$ cat config.mk
export PLATFORM = sky130hd
export DESIGN_NAME = sync_down_counter
export DESIGN_NICKNAME = d
export VERILOG_FILES = /design/src/rtl/sync_down_counter_pkg.sv /design/src/rtl/sync_down_counter_digit.sv /design/src/rtl/sync_down_counter.sv
export SDC_FILE = /design/constraint.sdc
export NUM_CORES = 1
export LEC_CHECK = 0
export ABC_AREA = 1
export BUFFER_PORTS_ARGS = -buffer_cell sky130_fd_sc_hd__buf_2
export CORE_AREA = 2 2 41 47
export DETAILED_ROUTE_END_ITERATION = 6
export DIE_AREA = 0 0 43 49
export GPL_TIMING_DRIVEN = 0
export PLACE_DENSITY = 0.79
export SLEW_MARGIN = 20
export SYNTH_ARGS = -nofsm -noshare
export SYNTH_HDL_FRONTEND = slang
export SYNTH_SLANG_ARGS = --single-unit
$ cat constraint.sdc
create_clock -name CLK -period 1.25 [get_ports CLK]
set_input_delay 0.1875 -clock CLK [delete_from_list [all_inputs] [get_ports CLK]]
set_output_delay 0.1875 -clock CLK [all_outputs]
set_load 0.005 [all_outputs]
$ cat src/rtl/sync_down_counter_pkg.sv
// Shared constants and helpers for the cascadable down counter.
// Digit width is fixed; total width scales with the digit count.
package sync_down_counter_pkg;

  localparam int DIGIT_W = 4;
  localparam logic [DIGIT_W-1:0] DIGIT_ONES = 4'hF;

  function automatic int width_of(input int digits);
    return DIGIT_W * digits;
  endfunction

endpackage

$ cat src/rtl/sync_down_counter_digit.sv
// One 4-bit down-counting cell: load or wrap from D, otherwise decrement on EN_IN.
// One cycle from any sampled control to Q; ZERO is combinational from Q.
module down_digit
  import sync_down_counter_pkg::*;
(
  input  logic               CLK,
  input  logic               MR,
  input  logic               LOAD,
  input  logic               EN_IN,
  input  logic               WRAP,
  input  logic [DIGIT_W-1:0] D,
  output logic [DIGIT_W-1:0] Q,
  output logic               ZERO
);

  // WRAP only fires on an enabled terminal count, so it shares the load path.
  always_ff @(posedge CLK or negedge MR) begin
    if (!MR) begin
      Q <= '0;
    end else if (!LOAD || WRAP) begin
      Q <= D;
    end else if (EN_IN) begin
      Q <= Q - 4'd1;
    end
  end

  assign ZERO = (Q == '0);

endmodule

$ cat src/rtl/sync_down_counter.sv
// Cascadable W-bit down counter with parallel load, auto-reload and borrow/underflow flags.
// Q updates one cycle after a sampled load/count; BO is combinational, UF is registered.
module sync_down_counter
  import sync_down_counter_pkg::*;
#(
  parameter  int DIGITS = 2,
  localparam int W      = width_of(DIGITS)
) (
  input  logic         CLK,
  input  logic         MR,
  input  logic         LOAD,
  input  logic         EN,
  input  logic         ARL,
  input  logic [W-1:0] D,
  output logic [W-1:0] Q,
  output logic         BO,
  output logic         UF
);

  logic [DIGITS-1:0] zero;
  logic [DIGITS-1:0] en_chain;
  logic              tc;
  logic [W-1:0]      reload_dat;

  assign BO = &zero;
  assign tc = EN & BO;

  // Load always takes D; a terminal-count wrap takes D only when auto-reloading.
  assign reload_dat = (!LOAD || ARL) ? D : {DIGITS{DIGIT_ONES}};

  for (genvar k = 0; k < DIGITS; k++) begin : g_digit
    if (k == 0) begin : g_first
      assign en_chain[k] = EN;
    end else begin : g_next
      assign en_chain[k] = en_chain[k-1] & zero[k-1];
    end

    down_digit u_digit (
      .CLK   (CLK),
      .MR    (MR),
      .LOAD  (LOAD),
      .EN_IN (en_chain[k]),
      .WRAP  (tc),
      .D     (reload_dat[k*DIGIT_W +: DIGIT_W]),
      .Q     (Q[k*DIGIT_W +: DIGIT_W]),
      .ZERO  (zero[k])
    );
  end

  always_ff @(posedge CLK or negedge MR) begin
    if (!MR) begin
      UF <= 1'b0;
    end else if (!LOAD) begin
      UF <= 1'b0;
    end else begin
      UF <= tc;
    end
  end

endmodule
==> impl_metrics.yaml, run 1 <==
global_routing:
  met3_usage: 0.0296
  grt_pass1_wl_um: 2990
  grt-busiest-layer: "met2"
  grt_util_met1: 0.214
  antenna_found_initial: 0
  grt_max_degree: 10
  grtUsageTotal: 0.184
  use_met2: 0.318
  grt_pass1_vias: 709
  grt_remaining_overflow: 0
die:
  die_w_um: 43
  die-area_um2: 2110
  die_h_um: 49
  ios: 23
  rows: 16
  core_um2: 1680
  start_util: 0.391
hold_path:
  hold_class: "in -> reg"
synth:
  synth-main-ff-cell: "dfrtp_1"
  synthTopCellsByCount: "nand2_1, nor2_1, nand3_1"
  yosysUniqueCellTypes: 16
  synth_edf_count: 0
  synth.most_common_cell: "nand2_1"
  ys_seq_area_frac: 0.342
  synth_area_um2: 658
  avgSynthCellArea_um2: 6.65
  synth_area_leaders: "dfrtp_1, nand2_1, nor2_1"
  synth-seq-cells: 9
  synthMuxAreaShare: 0
  yosys.area.top_type: "dfrtp_1"
  synth_top_family_by_area: "simple AND/OR/NAND/NOR gates"
  yosys_warnings: 0
  synth-xor-area-share: 0.0266
  synth_fa_ha_area_frac: 0.0570
  synth_compound_area_frac: 0.0437
  syn-num-nets: 115
  synth.top_cell.area_share: 0.342
  synth-simple-area-share: 0.468
  syn_inst: 99
  async_flop_share: 1.00
sta:
  grt_setup_unrepaired: "yes"
  max_freq_ghz: 0.733
  setup_viol: 8
  finClkSkew_ps: 5.35
  hold_viol_final: 0
  relSlewSlack: 0.733
  timing.final.ws_setup_ps: -114
  tightestPinTransition_ps: 399
  min_period_over_period: 1.09
  min_period_ps: 1360
  drv_slew: 0
route:
  ant_nets: 0
  wire_per_inst_um: 11.7
  vias: 751
  drt_wl_total_um: 1810
  drcViolationCount: 0
  drt_iter0_drc: 22
  viasPerCell: 4.85
  first_pass_iters: 4
power:
  power_density_nw_per_um2: 1070
  leakage_nw: 0.534
  power_mw: 1.04
  ir_drop_uv: 649
critical_path:
  slowest_delay_ps: 400
  critical_path_arrival_ps: 1180
  criticalPathCategory: "reg -> out"
  crit_family: "flip-flops"
  slowest_stage: "dfrtp_1"
  critPathLaunchType: "flip-flop"
  reg2reg_slack_ps: -40
  crit_chain: "inv_2 -> ha_4 -> nand2_4 -> nor2_1 -> buf_2"
  worstPathRequired_ps: 1060
  critical_path_buf_inv_count: 2
  cp_max_fo: 4
  end_kind: "output pin"
finish:
  final_nets: 154
  area_delta_synth_final_pct: 48.7
  diodes: 0
  drive_above_1_share: 0.438
  fin_cells: 155
  nFillCells: 151
placement:
  place_inst: 139
  gp_congestion: 0.769
  post-place-ws_ps: -115
  hpwl_um: 1170
  io_buffers: 22
clock_tree:
  cts_root_buffer: "clkbuf_4"
  clock_path_buffers: 2
  clk_pin_slew_ps: 60
  htree_levels: 1
  cts_sinks: 9
  insertion_delay_ps: 270
  numCtsBuffers: 3
  cts_tree: "done"
run:
  cap_violations: 0
status:
  outcome: "finished, violations left"
  failed_checks: "negative setup slack"
-- cell type report --
class                      instances  area (um2)  share of cell area
multi-input combinational         79         459               0.469
tap                               18        22.5              0.0230
inverter                          11        41.3              0.0422
sequential                         9         226               0.231
clock buffer                       4        26.3              0.0269
timing repair buffer              34         203               0.207
-- state kept, by name, summed over array words and instances, names as in the netlist --
name and count:
g_digit.u_digit.Q 8, UF 1
-- power breakdown --
group          switching, mW  total, mW  internal [mW]
sequential            0.0487      0.383          0.334
clock                  0.109      0.232          0.123
combinational          0.216      0.428          0.211
total                  0.374       1.04          0.669
-- cells in the final DEF, fill, tap and decap left out --
| cell type | count |
|---|---|
| nor2_2 | 3 |
| dfrtp_1 | 8 |
| o21ai_0 | 2 |
| ha_4 | 2 |
| clkbuf_1 | 1 |
| buf_4 | 11 |
| nand2_2 | 4 |
| inv_2 | 7 |
| xnor2_1 | 2 |
| buf_2 | 22 |
| or2_1 | 1 |
| nor2_1 | 13 |
| nor2_4 | 2 |
| nand3_2 | 2 |
| inv_1 | 4 |
| dfrtp_2 | 1 |
| ha_1 | 1 |
| clkbuf_4 | 3 |
| nand3b_1 | 1 |
| nand2_1 | 34 |
| dlygate4sd3_1 | 1 |
| nand3_4 | 1 |
| o21bai_4 | 1 |
| nand2_4 | 1 |
| nand3_1 | 9 |
-- worst paths after layout --
path                            cells past startpoint                                start                             endpoint
min in group asynchronous                           2                                   MR  g_digit[1].u_digit.Q[2]$_DFFE_PN0P_
worst min register to register                      2  g_digit[0].u_digit.Q[2]$_DFFE_PN0P_  g_digit[0].u_digit.Q[2]$_DFFE_PN0P_
worst min-delay path                                5                                 D[4]  g_digit[1].u_digit.Q[0]$_DFFE_PN0P_
max in group asynchronous                           2                                   MR  g_digit[0].u_digit.Q[2]$_DFFE_PN0P_
worst max-delay path                                5  g_digit[1].u_digit.Q[1]$_DFFE_PN0P_                                   BO
worst max register to register                      7  g_digit[0].u_digit.Q[0]$_DFFE_PN0P_  g_digit[0].u_digit.Q[1]$_DFFE_PN0P_
-- through the flow --
stage	cell area (um2)	setup TNS, ps	utilization	hold WS (ps)
detailed placement	811	-778	0.482	52.0
global route	978	-897	0.582	243
CTS	953	-356	0.567	201
finish	978	-302	0.582	204
floorplan	678	0	-	-108
global placement	811	-657	0.482	52.3
-- worst min-delay path: stages --
cell,delay (ps)
buf_2,80
nor2_1,30
nand2_1,50
nand2_1,50
nand2_1,50
-- timing repair --
action                     CTS  global route
setup buffers               10             1
gates resized for setup     11             5
pin swaps                   12             8
hold endpoints to repair     9             0
setup endpoints to repair    9             9
hold buffers                 1             0
-- routing by layer --
| metal | vias to the layer above | part of all wire |
|---|---|---|
| met5 | - | 0 |
| met4 | 0 | 0.022 |
| met3 | 7 | 0.052 |
| met2 | 25 | 0.50 |
| met1 | 337 | 0.42 |
| li1 | 382 | - |
-- cell families after synthesis --
logic type | Yosys count
AND/OR/NAND/NOR | 71
buffers and inverters | 11
flip-flops | 9
AO/OA/AOI/OAI | 3
adder cells (fa/ha/maj) | 3
XOR/XNOR | 2
Note: power is estimated with default switching activity, not from simulation.
==> inputs of run 2 (changes only) <==
--- a/config.mk
+++ b/config.mk
@@ -7,11 +7,11 @@
 export LEC_CHECK = 0
 export ABC_AREA = 1
 export BUFFER_PORTS_ARGS = -buffer_cell sky130_fd_sc_hd__buf_2
-export CORE_AREA = 2 2 41 47
+export CORE_AREA = 2 2 39 41
 export DETAILED_ROUTE_END_ITERATION = 6
-export DIE_AREA = 0 0 43 49
+export DIE_AREA = 0 0 41 43
 export GPL_TIMING_DRIVEN = 0
-export PLACE_DENSITY = 0.79
+export PLACE_DENSITY = 0.89
 export SLEW_MARGIN = 20
 export SYNTH_ARGS = -nofsm -noshare
 export SYNTH_HDL_FRONTEND = slang
==> constraint.sdc (replaced) <==
create_clock -name CLK -period 1.7 [get_ports CLK]
set_input_delay 0.255 -clock CLK [delete_from_list [all_inputs] [get_ports CLK]]
set_output_delay 0.255 -clock CLK [all_outputs]
set_load 0.005 [all_outputs]
==> run 2 against run 1 <==
Net effect: the flow now finishes without violations; count of clock-buffer cells in the layout unchanged; first-iteration DRC count is 32% lower; flip-flop and latch count unchanged; power down 37%; worst setup slack improved by 250 ps; highest routed layer is now met3.
==> impl_metrics.yaml, run 2 (synthesis results as in run 1) <==
global_routing:
  grt_max_degree: 10
  grt_remaining_overflow: 0
  antenna_found_initial: 0
  grtUsageTotal: 0.203
  grt_pass1_vias: 638
  grt_pass1_wl_um: 2410
sta:
  hold_viol_final: 0
  grt_setup_unrepaired: "no"
  finClkSkew_ps: 6.70
  setup_tns_ps: 0
  setup_viol: 0
  timing.final.ws_setup_ps: 133
  min_period_over_period: 0.922
  drv_slew: 0
  tightestPinTransition_ps: 360
  max_freq_ghz: 0.638
  min_period_ps: 1570
  relSlewSlack: 0.759
placement:
  io_buffers: 22
  hpwl_um: 1160
  place_area_um2: 788
  post-place-ws_ps: 213
  gp_congestion: 0.830
  place_inst: 137
critical_path:
  startpoint: "g_digit[0].u_digit.Q[0]$_DFFE_PN0P_"
  r2r_start: "g_digit[0].u_digit.Q[0]$_DFFE_PN0P_"
  reg2reg_slack_ps: 220
  criticalPathCategory: "reg -> out"
  cp_max_fo: 4
  worstPathRequired_ps: 1440
  reg2reg_depth: 7
  critPathLaunchType: "flip-flop"
  end_kind: "output pin"
  cp-endpoint: "BO"
  critical_path_arrival_ps: 1310
  reg2reg_to: "g_digit[0].u_digit.Q[2]$_DFFE_PN0P_"
power:
  power_density_nw_per_um2: 802
  power_mw: 0.661
  leakage_nw: 0.472
  ir_drop_uv: 641
clock_tree:
  cts_root_buffer: "clkbuf_4"
  cts_tree: "done"
  cts.repair.resized: 0
  cts_setup_buffers: 0
  htree_levels: 1
  numCtsBuffers: 3
  clk_pin_slew_ps: 60
  cts_sinks: 9
  hold_buffers: 1
  clock_path_buffers: 2
  insertion_delay_ps: 260
finish:
  drive_above_1_share: 0.262
  area_delta_synth_final_pct: 25.3
  top_regs: "g_digit.u_digit.Q: 8 flops, UF: 1 flops"
  fin_area_um2: 825
  final_cell_mix: "nand2_1, buf_2, nor2_1"
  diodes: 0
  final_common_cell: "nand2_1"
  largest_register: "g_digit.u_digit.Q"
  nFillCells: 149
  largest_reg_flops: 8
  fin_cells: 142
  final_nets: 143
route:
  drt_wl_total_um: 1440
  drcViolationCount: 0
  viasPerCell: 4.92
  first_pass_iters: 5
  ant_nets: 0
  vias: 698
  drt_iter0_drc: 15
  wire_per_inst_um: 10.1
die:
  core_um2: 1380
  die_w_um: 41
  die-area_um2: 1760
  die_h_um: 43
  rows: 14
  start_util: 0.476
  ios: 23
hold_path:
  hold_class: "in -> reg"
status:
  outcome: "finished clean"
run:
  cap_violations: 0
## run 2: cell count changes in the layout (fill, tap and decap cells not counted), sizes merged
cell / change
buf: -11
## run 2: power breakdown
part	switching (mW)	leakage [nW]	total, mW	internal [mW]
registers	0.0395	0.107	0.284	0.245
clock network	0.0721	0.0150	0.162	0.0903
logic	0.117	0.350	0.215	0.0975
## run 2: worst min path at each step
stage | from | endpoint | slack, ps | cells past startpoint
finish | D[4] | g_digit[1].u_digit.Q[0]$_DFFE_PN0P_ | 280 | 5
global route | D[4] | g_digit[1].u_digit.Q[0]$_DFFE_PN0P_ | 330 | 5
CTS | D[4] | g_digit[1].u_digit.Q[0]$_DFFE_PN0P_ | 290 | 5
detailed placement | MR | g_digit[1].u_digit.Q[3]$_DFFE_PN0P_ | 110 | 1
global placement | MR | g_digit[1].u_digit.Q[1]$_DFFE_PN0P_ | 110 | 1
floorplan | MR | UF$_DFF_PN0_ | -40 | 0
## run 2: layout make-up
class / instances / area [um2] / share of cell area
Multi-Input combinational cell: 79 / 392 / 0.475
Sequential cell: 9 / 225 / 0.273
Timing Repair Buffer: 23 / 120 / 0.146
Inverter: 11 / 41.3 / 0.0501
Clock buffer: 4 / 26.3 / 0.0319
Tap cell: 16 / 20.0 / 0.0243
## run 2: routing by layer
layer,share of wire,vias to the layer above,track usage
met3,0.060,0,0.0942
li1,-,362,-
met1,0.42,311,0.211
met5,0,-,0
met2,0.52,25,0.353
met4,0,0,0.0400
## run 2: through the flow
stage                     utilization  hold slack, ps
after floorplan                     -           -40.6
after global placement          0.570             106
final                           0.596             283
after detailed placement        0.570             108
after global routing            0.596             330
after CTS                       0.596             290
## run 2: worst max-delay path, stage by stage (launching register included)
cell and delay [ps]:
dfrtp_1 410, inv_1 110, ha_1 240, nand2_1 90, nor2_1 100, buf_2 110
